$ cat src/rtl/fifo_pkg.sv
// Shared definitions for the sync_fifo and its stream-side read adapter:
// default widths and the output-buffer occupancy encoding.
package fifo_pkg;

    localparam int DATA_WIDTH_DEF = 8;
    localparam int CNT_WIDTH_DEF  = 16;

    typedef enum logic [1:0] {
        EMPTY = 2'd0,
        ONE   = 2'd1,
        TWO   = 2'd2
    } occ_t;

    // Number of words held for a given occupancy state.
    function automatic logic [2:0] occ_level(input occ_t s);
        case (s)
            ONE:     return 3'd1;
            TWO:     return 3'd2;
            default: return 3'd0;
        endcase
    endfunction

endpackage

$ cat src/rtl/skid_buf2.sv
// Two-entry output buffer: storage, head/tail pointers and the occupancy FSM.
// Flush empties the buffer and overrides any simultaneous push or pop.
module skid_buf2
    import fifo_pkg::*;
#(
    parameter int data_width = DATA_WIDTH_DEF
) (
    input  logic                  clk,
    input  logic                  rst,
    input  logic                  flush,
    input  logic                  push,
    input  logic [data_width-1:0] push_data,
    input  logic                  pop,
    output occ_t                  state,
    output logic                  valid,
    output logic [data_width-1:0] head_data
);

    occ_t                  state_reg;
    occ_t                  state_next;
    logic [data_width-1:0] mem_reg [0:1];
    logic                  head_reg;
    logic                  tail_reg;
    logic                  push_eff;
    logic                  pop_eff;

    always_comb begin
        push_eff   = push && !flush;
        pop_eff    = pop && !flush && (state_reg != EMPTY);
        state_next = state_reg;
        if (flush) begin
            state_next = EMPTY;
        end else begin
            case (state_reg)
                EMPTY: if (push_eff) state_next = ONE;
                ONE: begin
                    if (push_eff && !pop_eff)      state_next = TWO;
                    else if (!push_eff && pop_eff) state_next = EMPTY;
                end
                TWO:     if (pop_eff && !push_eff) state_next = ONE;
                default: state_next = EMPTY;
            endcase
        end
    end

    always_ff @(posedge clk or posedge rst) begin
        if (rst) begin
            state_reg  <= EMPTY;
            head_reg   <= 1'b0;
            tail_reg   <= 1'b0;
            mem_reg[0] <= '0;
            mem_reg[1] <= '0;
        end else begin
            state_reg <= state_next;
            if (flush) begin
                head_reg <= 1'b0;
                tail_reg <= 1'b0;
            end else begin
                if (push_eff) begin
                    mem_reg[tail_reg] <= push_data;
                    tail_reg          <= ~tail_reg;
                end
                if (pop_eff) begin
                    head_reg <= ~head_reg;
                end
            end
        end
    end

    assign state     = state_reg;
    assign valid     = (state_reg != EMPTY);
    assign head_data = mem_reg[head_reg];

    // The read-request logic must never let a word land on a full buffer.
    a_no_overflow: assert property (@(posedge clk) disable iff (rst)
        !(push_eff && !pop_eff && state_reg == TWO));

endmodule

$ cat src/rtl/fifo_rd_stream.sv
// Drains the sync_fifo read port into a valid/ready stream at one word per cycle.
// rstn is an asynchronous, active-HIGH reset despite its name.
module fifo_rd_stream
    import fifo_pkg::*;
#(
    parameter int data_width = DATA_WIDTH_DEF,
    parameter int cnt_width  = CNT_WIDTH_DEF
) (
    input  logic                  clk,
    input  logic                  rstn,
    input  logic                  flush,
    input  logic                  empty,
    input  logic [data_width-1:0] data_out,
    output logic                  rd_ena,
    output logic                  m_valid,
    input  logic                  m_ready,
    output logic [data_width-1:0] m_data,
    output logic [cnt_width-1:0]  word_cnt
);

    occ_t                 occ;
    logic                 inflight_reg;
    logic                 pop_req;
    logic [2:0]           fill;
    logic [cnt_width-1:0] word_cnt_reg;

    assign pop_req = m_valid && m_ready;

    // Buffer slots committed by the end of this cycle; a read is only
    // issued when its word is guaranteed a free slot on arrival.
    always_comb begin
        fill   = occ_level(occ) + {2'b00, inflight_reg} - {2'b00, pop_req};
        rd_ena = !rstn && !flush && !empty && (fill < 3'd2);
    end

    always_ff @(posedge clk or posedge rstn) begin
        if (rstn) begin
            inflight_reg <= 1'b0;
            word_cnt_reg <= '0;
        end else begin
            inflight_reg <= rd_ena;
            if (pop_req && !flush) begin
                word_cnt_reg <= word_cnt_reg + 1'b1;
            end
        end
    end

    skid_buf2 #(
        .data_width(data_width)
    ) u_skid (
        .clk      (clk),
        .rst      (rstn),
        .flush    (flush),
        .push     (inflight_reg),
        .push_data(data_out),
        .pop      (pop_req),
        .state    (occ),
        .valid    (m_valid),
        .head_data(m_data)
    );

    assign word_cnt = word_cnt_reg;

endmodule

$ cat config.mk
export PLATFORM = sky130hd
export DESIGN_NAME = fifo_rd_stream
export DESIGN_NICKNAME = d
export VERILOG_FILES = /design/src/rtl/fifo_pkg.sv /design/src/rtl/skid_buf2.sv /design/src/rtl/fifo_rd_stream.sv
export SDC_FILE = /design/constraint.sdc
export NUM_CORES = 1
export LEC_CHECK = 0
export BUFFER_PORTS_ARGS = -buffer_cell sky130_fd_sc_hd__buf_4
export CAP_MARGIN = 25
export CORE_MARGIN = 2
export CORE_UTILIZATION = 48
export DETAILED_ROUTE_END_ITERATION = 16
export GPL_TIMING_DRIVEN = 1
export PLACE_DENSITY = 0.75
export RECOVER_POWER = 100
export SYNTH_ARGS = -nofsm -noshare
export SYNTH_HDL_FRONTEND = slang
export SYNTH_SLANG_ARGS = --single-unit
$ cat constraint.sdc
create_clock -name clk -period 2.7 [get_ports clk]
set_input_delay 0.675 -clock clk [delete_from_list [all_inputs] [get_ports clk]]
set_output_delay 0.675 -clock clk [all_outputs]
set_load 0.02 [all_outputs]
### Yosys cells after proc, flatten, opt, wreduce, memory -nomap -nowiden

Index checks and enable logic that the tools add are counted.

| word-level totals | value |
|---|---|
| register bits after elaboration | 37 |
| input port bits | 13 |
| word-level logic and storage cells | 62 |

| operators by class | value |
|---|---|
| add/sub/neg operators | 3 |
| order comparisons | 4 |
| eq/ne operators | 5 |
| muxes and demuxes | 17 |
| bitwise operators | 5 |
| reduce and logical (&&, ||, !) cells | 21 |

Operators by type and width:

| cell | number |
|---|---|
| 2-to-1 mux 8 bit | 4 |
| adder 16 x 1 -> 16 bit, second input constant | 1 |
| bitwise mux 16 bit | 1 |
| logical AND 1 bit | 10 |
| 2-to-1 mux 2 bit | 5 |
| demux 8 bit (select 1 bit) | 1 |
| inequality test 3 x 2 -> 1 bit, second input constant | 2 |
| case mux 2 bit (3 select lines) | 1 |
| nonzero test 2 bit | 3 |
| zero test 1 bit | 5 |
| greater-or-equal comparator 2 bit, second input constant | 2 |
| 2-to-1 mux 1 bit | 4 |
| inequality test 4 x 2 -> 1 bit, second input constant | 1 |
| NOT 1 -> 2 bit | 2 |
| case mux 2 bit (2 select lines) | 1 |
| adder 3 x 1 -> 3 bit | 1 |
| < comparator 3 x 2 -> 1 bit, second input constant | 1 |
| NOT 1 bit | 3 |
| AND reduction 3 bit | 1 |
| subtractor 3 x 1 -> 3 bit | 1 |
| == test 2 x 1 -> 1 bit, second input constant | 1 |
| == test 2 bit, second input constant | 1 |
| zero test 2 bit | 1 |
| < comparator 2 x 1 -> 1 bit, second input constant | 1 |
| AND reduction 2 bit | 1 |

### Longest topological paths before layout

| logic depth | value |
|---|---|
| depth in word-level cells | 9 |
| mapped depth | 7 |

### Modules after synthesis

A second synthesis with hierarchy kept.

| unflattened totals | value |
|---|---|
| cell total of the unflattened synthesis | 138 |
| area total of the unflattened synthesis | 1,767.9 um^2 |

By module, submodules not included:

| module | times used | cells each | area each (um^2) | seq. area each (um^2) |
|---|---|---|---|---|
| skid_buf2 | 1 | 66 | 919.6 | 500.5 |
| fifo_rd_stream | 1 | 72 | 848.3 | 425.4 |

### Worst setup path after synthesis

OpenSTA, ideal clock, no wires.

| path | value |
|---|---|
| path type | input -> output |
| start | in m_ready |
| end | out rd_ena |
| arrival | 2,537 ps |
| required time | 2,025 ps |
| path slack | -512 ps |
| cell stages on the path | 7 |
| cells stage by stage | o21ai_2 inv_1 ha_1 nand2b_1 fa_1 nand2b_1 nor4_1 |

| between the ends | value |
|---|---|
| cells in the longest elaborated chain, start to end | 4 |

Ends and longest elaborated chain:

| what | line | source |
|---|---|---|
| start: declaration | fifo_rd_stream.sv:16 | `input logic m_ready,` |
| logical AND 1 bit | fifo_rd_stream.sv:27 | `assign pop_req = m_valid && m_ready;` |
| subtractor 3 x 1 -> 3 bit | fifo_rd_stream.sv:32 | `fill = occ_level(occ) + {2'b00, inflight_reg} - {2'b00, pop_req};` |
| < comparator 3 x 2 -> 1 bit | fifo_rd_stream.sv:33 | `rd_ena = !rstn && !flush && !empty && (fill < 3'd2);` |
| logical AND 1 bit | fifo_rd_stream.sv:33 |  |
| end: declaration | fifo_rd_stream.sv:14 | `output logic rd_ena,` |

Every way passes these cells.

### Final worst setup path

| path | value |
|---|---|
| start | reg u_skid.state_reg[0] (netlist: u_skid.state[0]) |
| end | out rd_ena |

| between the ends | value |
|---|---|
| cells in the longest elaborated chain, start to end | 6 |
| elaborated cells on any way between the ends | 9 |
| those cells by class | 2 x add/sub; 1 x order compare; 2 x eq/ne; 1 x mux; 3 x reduce/logical |

Ends and longest elaborated chain:

| what | line | source |
|---|---|---|
| start: declaration | skid_buf2.sv:19 | `occ_t state_reg;` |
| start signal: assignment | skid_buf2.sv:54 | `state_reg <= state_next;` |
| == test 2 bit / == test 2 x 1 -> 1 bit (equally long branches) | fifo_pkg.sv:16 | `case (s)` |
| case mux 2 bit (2 select lines) | fifo_pkg.sv:16 |  |
| adder 3 x 1 -> 3 bit | fifo_rd_stream.sv:32 |  |
| subtractor 3 x 1 -> 3 bit (*) | fifo_rd_stream.sv:32 |  |
| < comparator 3 x 2 -> 1 bit (*) | fifo_rd_stream.sv:33 |  |
| logical AND 1 bit (*) | fifo_rd_stream.sv:33 |  |

Every way passes the cells marked *; elsewhere a longest branch is shown, timed or not.

==> metrics.yaml <==
outcome: "complete, but fails checks"
violations: "negative setup slack"
syn-num-nets: 146
final_hold_viol_count: 0
fmax_ghz: 0.313
grt_pass1_vias: 1245
ant_nets: 0
netlist.area_leader.share_pct: 54.2
root_buffer: "clkbuf_4"
p_sw_share_pct: 29.9
crit_type: "flop to output pin"
io_pins: 39
pwr-share-clk_pct: 23.0
drcViolationCount: 0
grt_max_degree: 16
synth.most_common_cell: "dfrtp_1"
antenna_cells: 0
die-area_um2: 4050
wire_per_inst_um: 14.8
vdd_ir_drop_max_mv: 0.385
utilization_pct: 65.4
setup_violations: 1
switching_power_w: 0.000402
rows: 21
synth_cell_types: 29
path_clk_slew_ns: 0.11
timing.final.crit_period_ns: 3.20
cts.sinks: 37
pre_cts_slack_ns: -0.364
grt_setup_unrepaired: "true"
die_y_um: 63.7
vias: 1163
ys_async_sr_fraction_pct: 100
overflow: 0
critPathCaptureType: "output pin"
drtPass1Iterations: 2
cts_buffers: 5
drtIter0Drc: 48
synth_ff_type: "dfrtp_1"
dieWidth_um: 63.7
insertion_delay_ns: 0.34
synth.avg_cell_area_um2: 13.1
yosys-top-cells-area: "dfrtp_1, mux2_2, xnor2_1"
drive_gt1_share_pct: 48.6
ys_seq_elements: 37
synth_warnings: 0
ys_top_cells_by_count: "dfrtp_1, mux2_2, xnor2_1, nand4_1, nor2_1"
cts_hold_buf: 0
drv_cap: 0
p_leak_nw: 1.06
wl_mm: 3.40
cts_max_level: 2
initial_core_util_pct: 50.4
via_per_inst: 5.08
track_usage_pct: 18.9
syn_inst: 130
layout_setup_ws_ns: -0.498
p_seq_share_pct: 51.2
final_nets: 198
crit_arrival_ns: 2.52
antenna_found_initial: 0
p_per_area_nw_per_um2: 605
syn2layout_area_growth_pct: 29.9
slew_violations: 0
timing.final.crit_share_pct: 118
hold_class: "primary input to async pin"
cts_tree: "yes"
p_int_w: 0.000940
synth_top_area_cell: "dfrtp_1"
dp_hpwl_mm: 2.47
startpoint_type: "flop"
yosysSeqAreaShare_pct: 54.2
placed_cells: 219
clock_skew_ns: 0.00684
place.gp.congestion: 0.758
tightest_slew_ns: 0.662
syn_area_um2: 1710
port-buffer-count: 38
slew-limit-headroom_pct: 55.9
cp.required_ns: 2.03
cp_max_fo: 3
synth_edf_count: 0
pwr-share-comb_pct: 25.8
coreArea_um2: 3390
instances_no_fill: 229
grt_pass1_wl_mm: 5.83
cts_max_path_buffers: 2
-- cell type report --
type	instances	area, µm²
Tap cell	46	57.6
Clock inverter	2	13.8
Sequential cell	37	926
Multi-Input combinational cell	87	802
Timing Repair Buffer	48	357
Clock buffer	6	51.3
Inverter	3	11.3
Fill cell	273	1170
-- power by group through the flow --
| stage | Combinational, W | Clock, W | Sequential [W] |
|---|---|---|---|
| after floorplan | 0.000199 | 0 | 0.000703 |
| after global routing | 0.000376 | 0.000346 | 0.000698 |
| final | 0.000346 | 0.000309 | 0.000686 |
| after detailed placement | 0.000348 | 0 | 0.000696 |
| after CTS | 0.000350 | 0.000320 | 0.000686 |
| after global placement | 0.000339 | 0 | 0.000690 |
-- routing by layer --
layer / track usage [%] / up-vias / routed length [µm]
li1: - / 559 / -
met1: 21.1 / 570 / 1390
met2: 32.9 / 30 / 1780
met3: 7.68 / 4 / 199
met4: 5.43 / 0 / 26
met5: 0 / - / 0
-- layout by cell type, fill, tap and decap left out, drive strengths merged, types with 2 or more instances in the layout --
| cell | netlist | layout |
|---|---|---|
| xnor2 | 14 | 14 |
| ha | 2 | 2 |
| nand3 | 4 | 4 |
| dfrtp | 37 | 37 |
| xor2 | 4 | 4 |
| inv | 3 | 3 |
| or2b | 2 | 2 |
| nor2 | 5 | 5 |
| a21oi | 2 | 2 |
| buf | 2 | 45 |
| clkbuf | 1 | 9 |
| nor3 | 3 | 3 |
| nand2 | 4 | 4 |
| nand2b | 2 | 2 |
| clkinv | 0 | 2 |
| and3 | 2 | 2 |
| nand4 | 7 | 7 |
| mux2 | 26 | 26 |
-- critical path: stages, from the launching register on --
cell and delay, ns:
dfrtp_1 0.42, buf_6 0.13, o21ai_4 0.16, inv_2 0.06
ha_4 0.23, nand2b_4 0.13, fa_1 0.48, nand2b_1 0.09
nor4_4 0.30, buf_4 0.19
-- kinds of logic after synthesis --
kind of cell | count (synthesis) | synth area share [%]
AOI/OAI and AO/OA | 4 | 1.61
xor gates and xnor gates | 18 | 9.23
adders and majority gates | 3 | 2.64
buffers and inverters | 6 | 1.46
DFF | 37 | 54.2
muxes | 26 | 17.1
and+or+nand+nor | 36 | 13.7
-- final timing paths --
kind | startpoint | to | slack, ns | cells past startpoint
worst min-delay path | rstn | inflight_reg | 0.38 | 2
worst max register to register | u_skid.state[0] | inflight_reg | 0.51 | 9
max in group asynchronous | rstn | word_cnt[1] | 1.36 | 3
min in group clk | word_cnt[15] | word_cnt[15] | 0.48 | 1
worst max-delay path | u_skid.state[0] | rd_ena | -0.50 | 9
worst min register to register | word_cnt[15] | word_cnt[15] | 0.48 | 1
-- repair_timing --
| action | in CTS | in global routing |
|---|---|---|
| resized for setup | 2 | 3 |
| buffers inserted | 1 | 1 |
| setup endpoints to repair | 1 | 1 |
| pin swaps | 2 | 3 |
-- stage by stage --
step	power, W	hold WS, ns	area [µm²]	TNS (ns)
floorplan	0.000901	0.474	1740	-0.160
global placement	0.00103	0.464	2130	-0.288
detailed placement	0.00104	0.470	2130	-0.364
CTS	0.00136	0.390	2210	-0.527
global route	0.00142	0.416	2220	-0.581
finish	0.00134	0.381	2220	-0.498
No activity file was read; power rests on OpenSTA's default activity.
